$ cat config.mk
export PLATFORM = sky130hd
export DESIGN_NAME = instr_mem_loader
export DESIGN_NICKNAME = d
export VERILOG_FILES = /design/src/rtl/instr_mem_loader.sv
export SDC_FILE = /design/constraint.sdc
export NUM_CORES = 1
export LEC_CHECK = 0
export ABC_AREA = 1
export CELL_PAD_IN_SITES_DETAIL_PLACEMENT = 1
export CELL_PAD_IN_SITES_GLOBAL_PLACEMENT = 1
export CORE_MARGIN = 1.5
export CORE_UTILIZATION = 35
export DETAILED_ROUTE_END_ITERATION = 16
export MAX_ROUTING_LAYER = met4
export PLACE_DENSITY = 0.81
export SETUP_SLACK_MARGIN = 0.2
export SLEW_MARGIN = 0
export SYNTH_ARGS = -nofsm -noshare
export SYNTH_HDL_FRONTEND = slang
export SYNTH_SLANG_ARGS = --single-unit
$ cat constraint.sdc
create_clock -name clk -period 2.7 [get_ports clk]
set_input_delay 0.405 -clock clk [delete_from_list [all_inputs] [get_ports clk]]
set_output_delay 0.405 -clock clk [all_outputs]
set_load 0.01 [all_outputs]
$ cat src/rtl/instr_mem_loader.sv
// Byte-stream loader that fills instruction memory with big-endian 16-bit words while holding the CPU.
// Optional trailing XOR checksum byte is enabled by defining LOADER_CHECKSUM_EN.
module instr_mem_loader #(
    parameter int PROG_CTR_WID = 10
) (
    input  logic                    clk,
    input  logic                    rst,
    input  logic                    start,
    input  logic [7:0]              byte_in,
    input  logic                    byte_valid,
    output logic                    byte_ready,
    output logic                    wr_en,
    output logic [PROG_CTR_WID-1:0] wr_addr,
    output logic [15:0]             wr_data,
    output logic                    cpu_hold,
    output logic                    load_done,
    output logic                    len_err,
    output logic                    chk_err
);

`ifdef LOADER_CHECKSUM_EN
    typedef enum logic [2:0] {IDLE, LEN_HI, LEN_LO, DATA_HI, DATA_LO, WRITE, DONE, CHK} state_t;
`else
    typedef enum logic [2:0] {IDLE, LEN_HI, LEN_LO, DATA_HI, DATA_LO, WRITE, DONE} state_t;
`endif

    // Header lengths are compared in 17 bits so a full-depth load is representable
    localparam logic [16:0] DEPTH = 17'(1) << PROG_CTR_WID;

    state_t      state;
    logic [15:0] word_len;
    logic [15:0] word_cnt;
    logic        xfer;
`ifdef LOADER_CHECKSUM_EN
    logic [7:0]  run_xor;
`endif

    assign xfer = byte_valid && byte_ready;

    // byte_ready and wr_en are registered alongside every state change
    always_ff @(posedge clk) begin
        if (rst) begin
            state      <= IDLE;
            byte_ready <= 1'b0;
            wr_en      <= 1'b0;
            wr_addr    <= '0;
            wr_data    <= '0;
            cpu_hold   <= 1'b0;
            load_done  <= 1'b0;
            len_err    <= 1'b0;
            chk_err    <= 1'b0;
            word_len   <= '0;
            word_cnt   <= '0;
`ifdef LOADER_CHECKSUM_EN
            run_xor    <= '0;
`endif
        end else begin
            wr_en <= 1'b0;
            case (state)
                IDLE, DONE: begin
                    if (start) begin
                        state      <= LEN_HI;
                        byte_ready <= 1'b1;
                        cpu_hold   <= 1'b1;
                        load_done  <= 1'b0;
                        len_err    <= 1'b0;
                        chk_err    <= 1'b0;
                        wr_addr    <= '0;
                        word_len   <= '0;
                        word_cnt   <= '0;
`ifdef LOADER_CHECKSUM_EN
                        run_xor    <= '0;
`endif
                    end
                end
                LEN_HI: begin
                    if (xfer) begin
                        word_len[15:8] <= byte_in;
                        state          <= LEN_LO;
                    end
                end
                LEN_LO: begin
                    if (xfer) begin
                        word_len[7:0] <= byte_in;
                        if ({word_len[15:8], byte_in} == 16'd0) begin
`ifdef LOADER_CHECKSUM_EN
                            state      <= CHK;
`else
                            state      <= DONE;
                            byte_ready <= 1'b0;
                            load_done  <= 1'b1;
                            cpu_hold   <= 1'b0;
`endif
                        end else if ({1'b0, word_len[15:8], byte_in} > DEPTH) begin
                            state      <= DONE;
                            byte_ready <= 1'b0;
                            len_err    <= 1'b1;
                            load_done  <= 1'b1;
                            cpu_hold   <= 1'b0;
                        end else begin
                            state <= DATA_HI;
                        end
                    end
                end
                DATA_HI: begin
                    if (xfer) begin
                        wr_data[15:8] <= byte_in;
`ifdef LOADER_CHECKSUM_EN
                        run_xor       <= run_xor ^ byte_in;
`endif
                        state         <= DATA_LO;
                    end
                end
                DATA_LO: begin
                    if (xfer) begin
                        wr_data[7:0] <= byte_in;
`ifdef LOADER_CHECKSUM_EN
                        run_xor      <= run_xor ^ byte_in;
`endif
                        state        <= WRITE;
                        byte_ready   <= 1'b0;
                        wr_en        <= 1'b1;
                    end
                end
                WRITE: begin
                    // After the last word of a full-depth load the address wraps to 0 unused
                    wr_addr  <= wr_addr + PROG_CTR_WID'(1);
                    word_cnt <= word_cnt + 16'd1;
                    if (word_cnt + 16'd1 == word_len) begin
`ifdef LOADER_CHECKSUM_EN
                        state      <= CHK;
                        byte_ready <= 1'b1;
`else
                        state      <= DONE;
                        load_done  <= 1'b1;
                        cpu_hold   <= 1'b0;
`endif
                    end else begin
                        state      <= DATA_HI;
                        byte_ready <= 1'b1;
                    end
                end
`ifdef LOADER_CHECKSUM_EN
                CHK: begin
                    if (xfer) begin
                        chk_err    <= (byte_in != run_xor);
                        state      <= DONE;
                        byte_ready <= 1'b0;
                        load_done  <= 1'b1;
                        cpu_hold   <= 1'b0;
                    end
                end
`endif
                default: begin
                    state      <= IDLE;
                    byte_ready <= 1'b0;
                end
            endcase
        end
    end

endmodule

# Word-level counts from Yosys, hierarchy flattened

Cells that the tools add are included.

Add/subtract/negate cells: 2
$lt $le $gt $ge: 1
Eq/ne operators: 17
Mux-type cells: 35
Bitwise logic cells: 2
Reduce and logical (&&, ||, !) cells: 19

Operators with widths:

| operator                                                                          | number |
|---|---|
| 16-bit one-hot mux with 2 select lines                                            | 1 |
| 8-bit one-hot mux with 2 select lines                                             | 2 |
| 3-bit 2-to-1 mux                                                                  | 8 |
| 10-bit one-hot mux with 2 select lines                                            | 1 |
| 2-bit != test, second input constant                                              | 9 |
| 3-bit one-hot mux with 6 select lines                                             | 1 |
| 16-bit by 1-bit adder with 16-bit output, second input constant                   | 1 |
| 16-bit == test                                                                    | 1 |
| 16-bit by 11-bit greater-than comparator with 1-bit output, second input constant | 1 |
| 16-bit zero test                                                                  | 1 |
| 16-bit 2-to-1 mux                                                                 | 1 |
| 1-bit 2-to-1 mux                                                                  | 15 |
| 5-bit AND reduction                                                               | 3 |
| 10-bit by 1-bit adder with 10-bit output, second input constant                   | 1 |
| 10-bit 2-to-1 mux                                                                 | 1 |
| 3-bit == test, second input constant                                              | 3 |
| 8-bit 2-to-1 mux                                                                  | 1 |
| 3-bit by 2-bit == test with 1-bit output, second input constant                   | 2 |
| 1-bit one-hot mux with 3 select lines                                             | 2 |
| 2-bit AND reduction                                                               | 3 |
| 3-bit AND reduction                                                               | 2 |
| 6-bit AND reduction                                                               | 1 |
| 2-bit nonzero test                                                                | 3 |
| 2-bit OR reduction                                                                | 3 |
| other kinds (8)                                                                   | 9 |

Register bits: 66
Bits of input ports: 12
Output and inout port bits: 32
Logic and storage cells: 88

# Depth between registers and ports, before layout

Depth in word-level cells: 5
Mapped depth: 16
Depth with buffers taken out: 16

# Least setup slack after synthesis

Ideal clock, no wire load.

Path kind: flip-flop to flip-flop
Start point: reg word_cnt[0]
End point: reg load_done
Library setup time: 132 ps
Arrival: 1636 ps
Data required time: 2568 ps
Setup slack: 932 ps
Stages on the path, launching flop included: 17
Buffers on the path: 0
Period minus slack after synthesis: 1768 ps
Cells stage by stage: dfxtp_1 ha_1 nand2_2 nor2_4 nand3_1 nand2_1 nand2_1 nand2_1 nand2_1 nor2_1 nand2_1 nor2_2 nand2_1 nand2_2 nand2_1 nand2_1 a21oi_2

Cells in the longest elaborated chain, start to end: 4

RTL lines:

| item                                     | line | RTL |
|---|---|---|
| start, declared                          | 32   | `logic [15:0] word_cnt;` |
| start signal, assigned                   | 128  | `word_cnt <= word_cnt + 16'd1;` |
| 16-bit by 1-bit adder with 16-bit output | 129  | `if (word_cnt + 16'd1 == word_len) begin` |
| 16-bit == test                           | 129  |  |
| 2-bit != test (no line)                  | n/a  |  |
| 5-bit AND reduction (no line)            | n/a  |  |
| end signal, assigned                     | 91   | `load_done <= 1'b1;` |
| end signal, assigned                     | 98   | `load_done <= 1'b1;` |
| end signal, assigned                     | 135  | `load_done <= 1'b1;` |
| end, declared                            | 16   | `output logic load_done,` |

Every way passes these cells.
A chain may end at the register's enable or synchronous reset.

# Worst setup path after layout

Same ends and word-level chain as after synthesis.

==> results.json <==
{
  "vias": 3577,
  "viasPerCell": 5.13,
  "worst-path-max-fanout": 8,
  "clk_latency_ns": 0.35,
  "grt_use_total": 0.224,
  "switching_power_mw": 1.40,
  "clk_path_buf_depth": 2,
  "synthCells": 517,
  "synth_mux_area_frac": 0,
  "initial_core_util": 0.359,
  "synth_common_cells": "nand2_1 (130), dfxtp_1 (66), inv_1 (59), a21oi_1 (52), nand3_1 (48)",
  "yosysMostFrequentCell": "nand2_1",
  "dpl.hpwl_um": 7930,
  "synth-compound-area-share": 0.173,
  "fin_worst_skew_ns": 0.0135,
  "end_kind": "flip-flop",
  "yosysTopAreaCell": "dfxtp_1",
  "ys_types": 37,
  "drv_cap": 0,
  "grt_pass1_vias": 3624,
  "synth_top_family_by_area": "simple AND/OR/NAND/NOR gates",
  "maxSlewViolCount": 0,
  "status": "finished clean",
  "dr.first_iter.drc_count": 100,
  "ant_nets": 0,
  "setup_violations": 0,
  "nets": 573,
  "tightest_slew_ns": 0.701,
  "routed_wl_um": 10800,
  "cp_data_arrival_time_ns": 2.53,
  "start_kind": "flip-flop",
  "period_minus_slack_ns": 2.31,
  "synth-edff-count": 0,
  "hold_violations": 0,
  "grt_pass1_wl_um": 17800,
  "yosysWarningCount": 0,
  "cts_buffers": 9,
  "areaGrowthSynthToFinish_pct": 22.1,
  "synthAdderAreaFrac": 0.00717,
  "rsz0062_at_grt": "no",
  "tritoncts": "built",
  "combPwrFrac": 0.380,
  "hold_buffers": 0,
  "holdCritPathClass": "input pin to flip-flop",
  "antenna_found_initial": 0,
  "drc": 0,
  "clock_sinks": 66,
  "synth_fp_nets": 531,
  "syn_area_mm2": 0.00349,
  "synth_area_per_cell_um2": 6.75,
  "drive_gt1_frac": 0.106,
  "power_frac_clock": 0.277,
  "cts.htree.levels": 3,
  "required_ns": 2.92,
  "gp_congestion": 0.825,
  "grt.overflow.total": 0,
  "ys_seq_elements": 66,
  "yosys-top-cells-area": "dfxtp_1 (38%), nand2_1 (14%), a21oi_1 (7.5%)",
  "synth_ff_type": "dfxtp_1",
  "seq_area_frac_synth": 0.378,
  "path_clk_slew_ns": 0.09,
  "diodes": 0,
  "die_h_um": 103,
  "boundaryPins": 44,
  "die_w_um": 103,
  "holdWs_ns": 0.447,
  "sw_frac_of_total": 0.409,
  "grt_max_degree": 46,
  "slew-limit-headroom": 0.532,
  "async_flop_share": 0,
  "period_share": 0.854,
  "die_area_mm2": 0.0106,
  "setup_total_negative_slack_ns": 0,
  "p_int_mw": 2.02,
  "ir_worst_vdd_uv": 550,
  "port_buffers": 42,
  "synth-simple-area-share": 0.343,
  "clock-root-buffer": "clkbuf_8",
  "rows": 36,
  "seqPwrFrac": 0.343,
  "p_per_area_mw_per_mm2": 800,
  "core_area_mm2": 0.00973,
  "netlist.area_leader.share": 0.378,
  "post_drt_wl_per_cell_um": 15.5,
  "critPathKind": "flip-flop to flip-flop",
  "synth-xor-area-share": 0.00502,
  "timing.fmax_mhz": 434,
  "p_leak_nw": 1.59,
  "first_pass_iters": 5
}
worst max-delay path, stage by stage (launching register included):
cell and delay (ns):
dfxtp_1 0.42, ha_2 0.25, nand2_2 0.09, nor2_4 0.21, nand3b_1 0.14, nand3_1 0.13, nand3_1 0.09, nor2_1 0.23
nand2_1 0.10, nor2_2 0.14, nand2_1 0.08, nand2_2 0.09, nand2_1 0.07, nand2_1 0.08, a21oi_2 0.05
final timing paths:
check	cells after the start	start	slack, ns	end
max reg2reg	14	word_cnt[0]	0.39	load_done
min	4	rst	0.45	wr_data[9]
min reg2reg	2	wr_data[6]	0.47	wr_data[6]
max	14	word_cnt[0]	0.39	load_done
state kept, by name, summed over array words and instances, names as in the netlist:
register and count:
word_cnt 16, word_len 16, wr_data 16, wr_addr 10
state 3, byte_ready 1, cpu_hold 1, len_err 1
load_done 1, wr_en 1
area by class of cell:
class	count	area, um^2
Tap cell	133	166
Inverter	66	248
Timing Repair Buffer	48	460
Multi-Input combinational cell	368	1850
Fill cell	1302	5470
Clock inverter	7	93.8
Sequential cell	66	1320
Clock buffer	9	124
power by group through the flow:
stage	Combinational [mW]	Clock, mW	Sequential (mW)
after CTS	1.31	0.963	1.17
after global placement	1.26	0	1.19
after floorplan	0.945	0	1.18
after global routing	1.46	1.01	1.18
after detailed placement	1.29	0	1.19
final	1.30	0.945	1.17
placed cells by master, fill, tap and decap left out, types with 4 or more instances in the layout:
cell type / n
clkdlybuf4s50_1: 41
nand2_2: 6
inv_2: 6
buf_4: 6
a211oi_1: 19
clkbuf_8: 9
nand3_1: 48
a21oi_2: 4
nand2_1: 130
nor2_4: 6
inv_1: 59
nor2_1: 39
nand3b_1: 4
dfxtp_1: 66
nor3_1: 5
nand4_1: 10
o21ai_0: 15
nor2_2: 8
a21oi_1: 52
logic make-up (layout without fill, tap and decap cells):
kind of cell | after synthesis | in the layout
xor+xnor | 2 | 2
flops | 66 | 66
simple gates | 262 | 262
other cells | 1 | 1
fa+ha+maj | 2 | 2
compound gates | 101 | 101
buf+inv | 83 | 130
routing by layer:
metal	routed length [um]	global-route usage	vias to the layer above
met2	5400	0.383	65
li1	-	-	1783
met5	0	-	-
met3	339	0.0400	15
met4	206	0.0748	0
met1	4850	0.266	1714
repair_timing:
action,in CTS,in global routing
gates resized for setup,0,1
endpoints found under the setup margin,0,4
setup buffers,0,0
stage by stage:
| stage | setup slack, ns | utilization | cell area, um^2 | total power, mW | std cells |
|---|---|---|---|---|---|
| after CTS | 0.391 | 0.438 | 4260 | 3.44 | 697 |
| after global placement | 0.501 | 0.416 | 4040 | 2.45 | 681 |
| after global routing | 0.208 | 0.438 | 4260 | 3.65 | 697 |
| after floorplan | 0.932 | - | 3490 | 2.12 | 517 |
| after detailed placement | 0.394 | 0.416 | 4040 | 2.49 | 681 |
| final | 0.393 | 0.438 | 4260 | 3.41 | 697 |
Note: power is estimated with default switching activity, not from simulation.
